File: src/rtl/rotation_pkg.sv
// Shared definitions for the rotation DMA engine: register map, encodings, FSM states, AHB constants.
package rotation_pkg;

    localparam logic [7:0] REG_SRC           = 8'h00;
    localparam logic [7:0] REG_DST           = 8'h04;
    localparam logic [7:0] REG_HEIGHT        = 8'h08;
    localparam logic [7:0] REG_WIDTH         = 8'h0C;
    localparam logic [7:0] REG_NEW_HEIGHT    = 8'h10;
    localparam logic [7:0] REG_NEW_WIDTH     = 8'h14;
    localparam logic [7:0] REG_MODE          = 8'h18;
    localparam logic [7:0] REG_DIRECTION     = 8'h1C;
    localparam logic [7:0] REG_START         = 8'h20;
    localparam logic [7:0] REG_SRESET        = 8'h24;
    localparam logic [7:0] REG_INTR_MASK     = 8'h28;
    localparam logic [7:0] REG_RAW_STATUS    = 8'h2C;
    localparam logic [7:0] REG_MASKED_STATUS = 8'h30;
    localparam logic [7:0] REG_INTR_CLEAR    = 8'h34;

    localparam logic [1:0] MODE_0   = 2'd0;
    localparam logic [1:0] MODE_90  = 2'd1;
    localparam logic [1:0] MODE_180 = 2'd2;
    localparam logic [1:0] MODE_270 = 2'd3;

    localparam logic DIR_CCW = 1'b0;
    localparam logic DIR_CW  = 1'b1;

    localparam logic [2:0] ST_IDLE    = 3'd0;
    localparam logic [2:0] ST_REQ     = 3'd1;
    localparam logic [2:0] ST_RD_ADDR = 3'd2;
    localparam logic [2:0] ST_RD_DATA = 3'd3;
    localparam logic [2:0] ST_WR_ADDR = 3'd4;
    localparam logic [2:0] ST_WR_DATA = 3'd5;
    localparam logic [2:0] ST_DONE    = 3'd6;

    localparam logic [1:0] HTRANS_IDLE   = 2'b00;
    localparam logic [1:0] HTRANS_NONSEQ = 2'b10;
    localparam logic [2:0] HSIZE_WORD    = 3'b010;
    localparam logic [2:0] HBURST_SINGLE = 3'b000;

    typedef struct packed {
        logic [31:0] src;
        logic [31:0] dst;
        logic [15:0] height;
        logic [15:0] width;
        logic [1:0]  turn;
    } rot_cfg_t;

    // Counter-clockwise by MODE quarter turns equals clockwise by (4 - MODE) mod 4.
    function automatic logic [1:0] eff_turn(input logic [1:0] mode, input logic dir);
        return (dir == DIR_CW) ? mode : (2'd0 - mode);
    endfunction

    function automatic logic [31:0] pix_addr(input logic [31:0] base, input logic [15:0] row,
                                             input logic [15:0] col, input logic [15:0] width);
        return base + ((32'(row) * 32'(width) + 32'(col)) << 2);
    endfunction

endpackage

File: src/rtl/rotation_regs.sv
// Register file, read mux and done interrupt for the rotation engine.
// Optional feature: ROTATION_DIRECTION_EN adds the DIRECTION register (CCW support).
module rotation_regs
    import rotation_pkg::*;
(
    input  logic        clk_i,
    input  logic        rst_n_i,
    input  logic [7:0]  paddr_i,
    input  logic [31:0] pwdata_i,
    input  logic        psel_i,
    input  logic        penable_i,
    input  logic        pwrite_i,
    input  logic        busy_i,
    input  logic        done_set_i,
    output logic [31:0] prdata_o,
    output rot_cfg_t    cfg_o,
    output logic        start_o,
    output logic        srst_o,
    output logic        intr_o
);

    logic        wr, rd;
    logic [31:0] src_q, dst_q, prdata_q, rdata;
    logic [15:0] height_q, width_q, new_h, new_w;
    logic [1:0]  mode_q, turn;
    logic        mask_q, raw_q;
`ifdef ROTATION_DIRECTION_EN
    logic        dir_q;
    assign turn = eff_turn(mode_q, dir_q);
`else
    assign turn = mode_q;
`endif

    assign wr      = psel_i & penable_i & pwrite_i;
    assign rd      = psel_i & penable_i & ~pwrite_i;
    assign srst_o  = wr && (paddr_i == REG_SRESET) && pwdata_i[0];
    assign start_o = wr && (paddr_i == REG_START) && pwdata_i[0] && !busy_i;
    assign new_h   = turn[0] ? width_q : height_q;
    assign new_w   = turn[0] ? height_q : width_q;

    always_comb begin
        rdata = '0;
        case (paddr_i)
            REG_SRC:           rdata = src_q;
            REG_DST:           rdata = dst_q;
            REG_HEIGHT:        rdata = {16'h0, height_q};
            REG_WIDTH:         rdata = {16'h0, width_q};
            REG_NEW_HEIGHT:    rdata = {16'h0, new_h};
            REG_NEW_WIDTH:     rdata = {16'h0, new_w};
            REG_MODE:          rdata = {30'h0, mode_q};
`ifdef ROTATION_DIRECTION_EN
            REG_DIRECTION:     rdata = {31'h0, dir_q};
`endif
            REG_START:         rdata = {31'h0, busy_i};
            REG_INTR_MASK:     rdata = {31'h0, mask_q};
            REG_RAW_STATUS:    rdata = {31'h0, raw_q};
            REG_MASKED_STATUS: rdata = {31'h0, raw_q & ~mask_q};
            default:           rdata = '0;
        endcase
    end

    // Soft reset clears exactly the same state as the hard reset.
    always_ff @(posedge clk_i or negedge rst_n_i) begin
        if (!rst_n_i) begin
            src_q <= '0; dst_q <= '0; height_q <= '0; width_q <= '0; mode_q <= '0;
            mask_q <= 1'b0; raw_q <= 1'b0; prdata_q <= '0;
`ifdef ROTATION_DIRECTION_EN
            dir_q <= 1'b0;
`endif
        end else if (srst_o) begin
            src_q <= '0; dst_q <= '0; height_q <= '0; width_q <= '0; mode_q <= '0;
            mask_q <= 1'b0; raw_q <= 1'b0; prdata_q <= '0;
`ifdef ROTATION_DIRECTION_EN
            dir_q <= 1'b0;
`endif
        end else begin
            if (wr && !busy_i) begin
                case (paddr_i)
                    REG_SRC:       src_q    <= pwdata_i;
                    REG_DST:       dst_q    <= pwdata_i;
                    REG_HEIGHT:    height_q <= pwdata_i[15:0];
                    REG_WIDTH:     width_q  <= pwdata_i[15:0];
                    REG_MODE:      mode_q   <= pwdata_i[1:0];
`ifdef ROTATION_DIRECTION_EN
                    REG_DIRECTION: dir_q    <= pwdata_i[0];
`endif
                    default: ;
                endcase
            end
            if (wr && (paddr_i == REG_INTR_MASK))
                mask_q <= pwdata_i[0];
            if (done_set_i)
                raw_q <= 1'b1;
            else if (wr && (paddr_i == REG_INTR_CLEAR) && pwdata_i[0])
                raw_q <= 1'b0;
            if (rd)
                prdata_q <= rdata;
        end
    end

    assign prdata_o = prdata_q;
    assign intr_o   = raw_q & ~mask_q;
    assign cfg_o    = '{src: src_q, dst: dst_q, height: height_q, width: width_q, turn: turn};

endmodule

File: src/rtl/rotation.sv
// Image rotation DMA engine: APB register file plus single-beat AHB master copying rotated pixels.
// Optional feature: ROTATION_DIRECTION_EN (handled in rotation_regs) enables CCW rotation.
module rotation
    import rotation_pkg::*;
(
    input  logic        I_HCLK,
    input  logic        I_HRESET_N,
    input  logic [31:0] I_REG_PADDR,
    input  logic [31:0] I_REG_PWDATA,
    input  logic        I_REG_PSEL,
    input  logic        I_REG_PENABLE,
    input  logic        I_REG_PWRITE,
    output logic [31:0] O_REG_PRDATA,
    output logic [31:0] O_DMA_HADDR,
    output logic [31:0] O_DMA_HWDATA,
    output logic [1:0]  O_DMA_HTRANS,
    output logic [2:0]  O_DMA_HSIZE,
    output logic [2:0]  O_DMA_HBURST,
    output logic        O_DMA_HBUSREQ,
    output logic        O_DMA_HWRITE,
    input  logic [31:0] I_DMA_HRDATA,
    input  logic        I_DMA_HGRANT,
    input  logic        I_DMA_HREADY,
    output logic        O_INTR_DONE
);

    // state      | meaning
    // IDLE       | waiting for START
    // REQ        | bus requested, waiting for grant
    // RD_ADDR    | read address phase of current pixel
    // RD_DATA    | read data phase, captures HRDATA
    // WR_ADDR    | write address phase at rotated position
    // WR_DATA    | write data phase, then next pixel or DONE
    // DONE       | raises RAW, returns to IDLE

    rot_cfg_t    cfg;
    logic        start, srst, busy, done_set, addr_ok, last_col, last_row;
    logic [2:0]  state_q, state_d;
    logic [15:0] row_q, row_d, col_q, col_d, wr_row, wr_col, new_w;
    logic [31:0] pix_q, pix_d, rd_addr, wr_addr;
    logic        unused_paddr;

    assign unused_paddr = ^I_REG_PADDR[31:8];

    rotation_regs u_regs (
        .clk_i      (I_HCLK),
        .rst_n_i    (I_HRESET_N),
        .paddr_i    (I_REG_PADDR[7:0]),
        .pwdata_i   (I_REG_PWDATA),
        .psel_i     (I_REG_PSEL),
        .penable_i  (I_REG_PENABLE),
        .pwrite_i   (I_REG_PWRITE),
        .busy_i     (busy),
        .done_set_i (done_set),
        .prdata_o   (O_REG_PRDATA),
        .cfg_o      (cfg),
        .start_o    (start),
        .srst_o     (srst),
        .intr_o     (O_INTR_DONE)
    );

    assign busy     = (state_q != ST_IDLE);
    assign done_set = (state_d == ST_DONE) && (state_q != ST_DONE);
    assign addr_ok  = I_DMA_HGRANT & I_DMA_HREADY;
    assign last_col = (col_q == cfg.width - 16'd1);
    assign last_row = (row_q == cfg.height - 16'd1);

    always_comb begin
        wr_row = row_q;
        wr_col = col_q;
        case (cfg.turn)
            MODE_90:  begin wr_row = col_q;                        wr_col = cfg.height - 16'd1 - row_q; end
            MODE_180: begin wr_row = cfg.height - 16'd1 - row_q;   wr_col = cfg.width - 16'd1 - col_q;  end
            MODE_270: begin wr_row = cfg.width - 16'd1 - col_q;    wr_col = row_q;                      end
            default:  begin wr_row = row_q;                        wr_col = col_q;                      end
        endcase
    end

    assign new_w   = cfg.turn[0] ? cfg.height : cfg.width;
    assign rd_addr = pix_addr(cfg.src, row_q, col_q, cfg.width);
    assign wr_addr = pix_addr(cfg.dst, wr_row, wr_col, new_w);

    always_comb begin
        state_d = state_q;
        row_d   = row_q;
        col_d   = col_q;
        pix_d   = pix_q;
        case (state_q)
            ST_IDLE: if (start) begin
                row_d   = '0;
                col_d   = '0;
                state_d = (cfg.height == '0 || cfg.width == '0) ? ST_DONE : ST_REQ;
            end
            ST_REQ:     if (I_DMA_HGRANT) state_d = ST_RD_ADDR;
            ST_RD_ADDR: if (addr_ok) state_d = ST_RD_DATA;
            ST_RD_DATA: if (I_DMA_HREADY) begin
                pix_d   = I_DMA_HRDATA;
                state_d = ST_WR_ADDR;
            end
            ST_WR_ADDR: if (addr_ok) state_d = ST_WR_DATA;
            ST_WR_DATA: if (I_DMA_HREADY) begin
                if (!last_col) begin
                    col_d   = col_q + 16'd1;
                    state_d = ST_RD_ADDR;
                end else begin
                    col_d = '0;
                    if (last_row) begin
                        state_d = ST_DONE;
                    end else begin
                        row_d   = row_q + 16'd1;
                        state_d = ST_RD_ADDR;
                    end
                end
            end
            ST_DONE: state_d = ST_IDLE;
            default: state_d = ST_IDLE;
        endcase
    end

    always_ff @(posedge I_HCLK or negedge I_HRESET_N) begin
        if (!I_HRESET_N) begin
            state_q <= ST_IDLE;
            row_q   <= '0;
            col_q   <= '0;
            pix_q   <= '0;
        end else if (srst) begin
            state_q <= ST_IDLE;
            row_q   <= '0;
            col_q   <= '0;
            pix_q   <= '0;
        end else begin
            state_q <= state_d;
            row_q   <= row_d;
            col_q   <= col_d;
            pix_q   <= pix_d;
        end
    end

    assign O_DMA_HTRANS  = (state_q == ST_RD_ADDR || state_q == ST_WR_ADDR) ? HTRANS_NONSEQ : HTRANS_IDLE;
    assign O_DMA_HWRITE  = (state_q == ST_WR_ADDR);
    assign O_DMA_HBUSREQ = (state_q != ST_IDLE) && (state_q != ST_DONE);
    assign O_DMA_HSIZE   = O_DMA_HBUSREQ ? HSIZE_WORD : 3'b000;
    assign O_DMA_HBURST  = HBURST_SINGLE;
    assign O_DMA_HWDATA  = pix_q;
    assign O_DMA_HADDR   = (state_q == ST_RD_ADDR || state_q == ST_RD_DATA) ? rd_addr :
                           (state_q == ST_WR_ADDR || state_q == ST_WR_DATA) ? wr_addr : 32'h0;

endmodule

File: config.mk
export PLATFORM = sky130hd
export DESIGN_NAME = rotation
export DESIGN_NICKNAME = d
export VERILOG_FILES = /design/src/rtl/rotation_pkg.sv /design/src/rtl/rotation_regs.sv /design/src/rtl/rotation.sv
export SDC_FILE = /design/constraint.sdc
export NUM_CORES = 2
export LEC_CHECK = 0
export ABC_AREA = 1
export CORE_ASPECT_RATIO = 0.6
export CORE_MARGIN = 1
export CORE_UTILIZATION = 58
export CTS_CLUSTER_DIAMETER = 50
export DETAILED_ROUTE_END_ITERATION = 8
export HOLD_SLACK_MARGIN = 0.08
export MAX_ROUTING_LAYER = met4
export PLACE_DENSITY = 0.78
export SYNTH_ARGS = -nofsm -noshare
export SYNTH_HDL_FRONTEND = slang
export SYNTH_SLANG_ARGS = --single-unit
File: constraint.sdc
create_clock -name I_HCLK -period 15.4 [get_ports I_HCLK]
set_input_delay 3.08 -clock I_HCLK [delete_from_list [all_inputs] [get_ports I_HCLK]]
set_output_delay 3.08 -clock I_HCLK [all_outputs]
set_load 0.005 [all_outputs]
== Word level (Yosys, flattened, before mapping) ==
Cells that the tools add are included.
Storage, ports and cells
  register bits after elaboration: 199
  input port bits: 103
  output and inout port bits: 107
  word-level logic and storage cells: 155
Operators by class
  reduce and logical (&&, ||, !) cells: 41
  multiplexer cells: 55
  multipliers: 2
  equality and inequality tests: 28
  bitwise gates (word level): 7
  $add $sub $neg: 10
Operator list (number)
  32-bit 2-to-1 mux: 13
  32-bit case mux with 11 select lines: 1
  16-bit 2-to-1 mux: 16
  16-bit case mux with 3 select lines: 2
  32-bit adder: 2
  16-bit case mux with 2 select lines: 2
  30-bit by 16-bit adder with 30-bit output: 2
  16-bit by 16-bit multiplier with 30-bit output: 2
  8-bit by 6-bit equality test with 1-bit output, second input constant: 6
  16-bit by 1-bit adder with 16-bit output, second input constant: 2
  16-bit equality test: 2
  16-bit logical NOT: 2
  16-bit by 1-bit subtractor with 16-bit output, second input constant: 2
  16-bit subtractor: 2
  3-bit 2-to-1 mux: 10
  8-bit by 5-bit equality test with 1-bit output, second input constant: 3
  2-bit nonzero test: 10
  3-bit case mux with 6 select lines: 1
  8-bit by 4-bit equality test with 1-bit output, second input constant: 2
  3-bit != test, second input constant: 5
  2-bit AND reduction: 6
  1-bit logical AND: 11
  2-bit 2-to-1 mux: 5
  3-bit equality test, second input constant: 3
  other kinds (15): 31

== Depth between registers and ports, before layout ==
  depth in word-level cells: 11
  depth in mapped cells: 52
  depth with buffers taken out: 52

== Modules after synthesis ==
Synthesis repeated with hierarchy kept, for this count alone.
Unflattened totals
  cell total of the unflattened synthesis: 4529
  area total of the unflattened synthesis: 33364.5 µm²
By module, submodules not included
  rotation: times used 1, sequential area each 1676.6 µm², area each 26953.4 µm², cells each 3706
  rotation_regs: times used 1, sequential area each 3303.2 µm², area each 6411.1 µm², cells each 823

== Least setup slack after synthesis ==
Ideal clock, no wire load.
  kind: reg-to-output
  start: reg u_regs.height_q[0]
  end: out O_DMA_HADDR[31]
  path buffers: 0
  required time: 12.320 ns
  arrival: 8.988 ns
  stages on the path, launching flop included: 51
  slack: 3.332 ns
  cells stage by stage: dfrtp_1 inv_1 ha_1 nand2_1 nor4_1 nand2_1 nor3_1 xor2_1 inv_1 ha_1 nand2_1 nor2_1 and3_1 nand2_1 nand3_1 nand3_1 nand3_1 nand2_1 (+15 left out) inv_1 a21oi_2 inv_1 a21o_1 a21o_1 a21oi_1 xor2_1 ha_1 inv_1 nor3_1 and3_1 a221oi_1 nand2_1 xor2_1 inv_1 nand3_1 nand3_1 nand2_1
On the way
  word-level cells in the longest chain between the ends: 8
  elaborated cells between the ends (all ways): 10
  classes of those cells: add/sub: 4; mul: 1; mux: 5
RTL lines
  start, declared: line rotation_regs.sv:24  | logic [15:0] height_q, width_q, new_h, new_w;
  start signal, assigned: line rotation_regs.sv:81  | REG_HEIGHT: height_q <= pwdata_i[15:0];
  16-bit by 1-bit subtractor with 16-bit output: line rotation.sv:72, rotation.sv:73
  16-bit subtractor: line rotation.sv:72, rotation.sv:73
  16-bit case mux with 3 select lines: line rotation.sv:71  | case (cfg.turn)
  16-bit by 16-bit multiplier with 30-bit output: line rotation_pkg.sv:55  | return base + ((32'(row) * 32'(width) + 32'(col)) << 2);
  30-bit by 16-bit adder with 30-bit output (*): line rotation_pkg.sv:55
  32-bit adder (*): line rotation_pkg.sv:55
  32-bit 2-to-1 mux (*): line rotation.sv:146  | (state_q == ST_WR_ADDR || state_q == ST_WR_DATA) ? wr_addr : 32'h0;
  32-bit 2-to-1 mux (*): line rotation.sv:145  | assign O_DMA_HADDR = (state_q == ST_RD_ADDR || state_q == ST_RD_DATA) ? rd_addr :
  end, declared: line rotation.sv:14  | output logic [31:0] O_DMA_HADDR,
Every way passes the cells marked *; elsewhere a longest branch is shown, timed or not.

== Final worst setup path ==
Same ends and word-level chain as after synthesis.

==> metrics.md <==
| Metric | Value |
|---|---|
| Status | completed |
| Cell row count | 66 |
| Hold Crit Depth | 2 |
| Latest clock arrival within the worst-skew pair | 0.48 ns |
| 1st-iter DRT viols | 3713 |
| Met2 global-route usage | 0.543 |
| Hold Path Class | register to register |
| Vias in the first global route | 28826 |
| Bufs on Longest Clock Path | 2 |
| Yosys top cell area share | 0.258 |
| Critical path class | register to primary output |
| Final Core Density | 0.659 |
| Reg2reg start | u_regs.width_q[1] |
| Leading area contributor after synthesis | fa_1 |
| Met3 global-route usage | 0.202 |
| Post-DR vias/cell | 5.82 |
| Avg Cell Area, Syn | 7.55 um^2 |
| Post-layout min period | 14.92 ns |
| Delay-heaviest family, CP | adder cells |
| Clk_skew | 0.0138 ns |
| GRT Overall Usage | 0.431 |
| Clk sink count | 199 |
| Port buffer count | 179 |
| Sequential cell area fraction in the yosys report | 0.152 |
| Hold-fix buffers at CTS | 0 |
| Async SR Flop Fraction | 1.00 |
| Max-cap viol count | 0 |
| CP max-delay cell | fa_2 |
| Tcrit/Tclk final | 0.969 |
| Slew headroom | 0.0895 |
| WL/cell | 22.3 um |
| Clock-pin slew on the worst setup and hold paths | 0.08 ns |
| Gr ovfl total | 0 |
| GP Congestion | 1.10 |
| Met1 Usage GRT | 0.620 |
| Crit Reg-Reg Endpoint | row_q[4] |
| Buf/Inv on CP | 11 |
| HPWL after detailed placement | 95200 um |
| Critical-path maximum fanout | 6 |
| Die height | 186 um |
| CTS tree | built |
| GR peak layer | met1 |
| H-tree depth | 4 |
| Largest stage delay, worst path | 0.62 ns |
| Worst slew pin tran | 1.37 ns |
| Flop-to-flop setup slack | 11.00 ns |
| Hold_ws | 0.498 ns |
| EDFF count, synth | 0 |
| Placeable Area | 54900 um^2 |
| Post-DRT Antenna Nets | 0 |
| DRT Pass-1 Iters | 6 |
| Total Wirelength | 117000 um |
| Worst setup SP type | register |
| Synthesized cell area | 32700 um^2 |
| First-pass GRT wire length | 177000 um |
| Warnings, synthesis | 0 |
| Synth cell types | 65 |
| Largest net degree at the start of global routing | 84 |
| Fin nets | 5274 |
| DRC Markers | 0 |
| Worst Reg-to-Reg Cells | 21 |
| CP arrival | 11.84 ns |
| Max Clk Rate | 67.0 MHz |
| CTS buffer count | 17 |
| Initial Util | 0.595 |
| Max-slew violation total from the final report | 0 |
| Synth top area cells | fa_1 26%, dfrtp_1 15%, inv_1 11% |
| Seq cells post-synth | 199 |
| Setup violations, final | 0 |
| Synth Flop Type | dfrtp_1 |
| Mapped Cells | 4330 |
| Initial antenna violation count | 1 |
| Area growth syn-to-layout | 10.7% |
| Die area | 57400 um^2 |
| Root buffer cell | clkbuf_16 |
| Min-Delay Endpoint | u_regs.prdata_o[15] |
| Layout cells sized above 1 | 0.0489 |
| Die width | 309 um |
| Crit end category | primary output |
| Final Hold Vio Count | 0 |
| I/O pins | 210 |
| Worst Hold Launch | u_regs.prdata_o[15] |
| Most used cell, CP | inv_1 |
| Vias post-DR | 30431 |
| Required time worst endpoint | 12.32 ns |
==> area by class of cell <==
class | instances | area (um^2)
multi-input combinational | 2984 | 23500
timing repair buffer | 263 | 2430
fill | 4830 | 18700
sequential | 199 | 4980
clock buffer | 19 | 433
inverter | 1000 | 3750
tap | 748 | 936
antenna | 2 | 5.00
clock inverter | 13 | 180
==> cell families after synthesis <==
kind of cell | count (synthesis) | synth area share
AO/OA/AOI/OAI | 655 | 0.117
multiplexers | 32 | 0.0110
AND/OR/NAND/NOR | 1446 | 0.181
buffers and inverters | 1152 | 0.134
flip-flops | 199 | 0.152
XOR/XNOR | 139 | 0.0372
adder cells (fa/ha/maj) | 706 | 0.367
other | 1 | 0.000115
==> metal layers <==
metal,vias to the layer above,part of all wire,wire (um)
li1,13695,-,-
met1,14409,0.43,49900
met2,2134,0.37,43300
met3,193,0.18,20800
met4,0,0.023,2640
met5,-,0,0
==> cell usage after synthesis, types with 16 or more instances <==
library cell,number
mux2_2,32
nand2_1,954
nor3_1,53
fa_1,422
nor2_1,272
buf_1,28
a21oi_1,214
clkbuf_1,91
inv_1,976
o22ai_1,146
xor2_1,101
xnor2_1,38
ha_1,284
nand4_1,20
o21ai_0,144
o21ai_1,22
buf_2,24
a31oi_1,18
dfrtp_1,199
nand3_1,88
a21o_1,16
==> state kept, by name, summed over array words and instances (netlist names) <==
register         cells
u_regs.height_q     16
u_regs.raw_q         1
row_q               16
O_DMA_HWDATA        32
u_regs.mask_q        1
u_regs.src_q        32
state_q              3
u_regs.prdata_o     32
u_regs.dst_q        32
u_regs.mode_q        2
u_regs.width_q      16
col_q               16
==> worst min-delay path: cells and delay by family, from the launching register on <==
| family | cells | cell delay (ns) |
|---|---|---|
| simple gates | 1 | 0.05 |
| flops | 1 | 0.36 |
| compound gates | 1 | 0.06 |
==> through the flow <==
stage / std cells / TNS, ns / area [um^2] / setup slack [ns]
detailed placement: 5190 / 0 / 35400 / 0.789
floorplan: 4335 / 0 / 32700 / 3.33
CTS: 5222 / 0 / 36000 / 0.245
global placement: 5190 / 0 / 35400 / 0.927
global route: 5227 / -0.0342 / 36200 / -0.0342
finish: 5228 / 0 / 36200 / 0.485
==> cells in the final DEF (no fill, tap or decap), drive strengths merged, types with 22 or more instances in the layout <==
master and n:
mux2 32, nand4 22, ha 284, xnor2 38
dfrtp 199, nand2 958, a21oi 216, o22ai 146
buf 84, nor2 282, nand3 92, clkdlybuf4s50 178
nor3 56, fa 422, o21ai 170, xor2 101
inv 994
==> worst max path at each step <==
| stage | cells past startpoint | endpoint | slack (ns) | start |
|---|---|---|---|---|
| 5_1_grt | 54 | O_DMA_HADDR[29] | -0.03 | u_regs.height_q[0] |
| 3_5_place_dp | 53 | O_DMA_HADDR[31] | 0.79 | u_regs.height_q[0] |
| 4_1_cts | 53 | O_DMA_HADDR[31] | 0.24 | u_regs.height_q[0] |
| 6_report | 51 | O_DMA_HADDR[31] | 0.48 | u_regs.height_q[0] |
| 2_1_floorplan | 50 | O_DMA_HADDR[31] | 3.33 | u_regs.height_q[0] |
| 3_3_place_gp | 53 | O_DMA_HADDR[31] | 0.93 | u_regs.height_q[0] |
==> repair_timing <==
action | in CTS | in global routing
gates resized for setup | 0 | 27
setup endpoints to repair | 0 | 8
hold endpoints to repair | 0 | 0
buffers inserted | 0 | 4
Power is not shown: default switching activity piles up to over one toggle a cycle in this logic, so the estimate is an artifact.
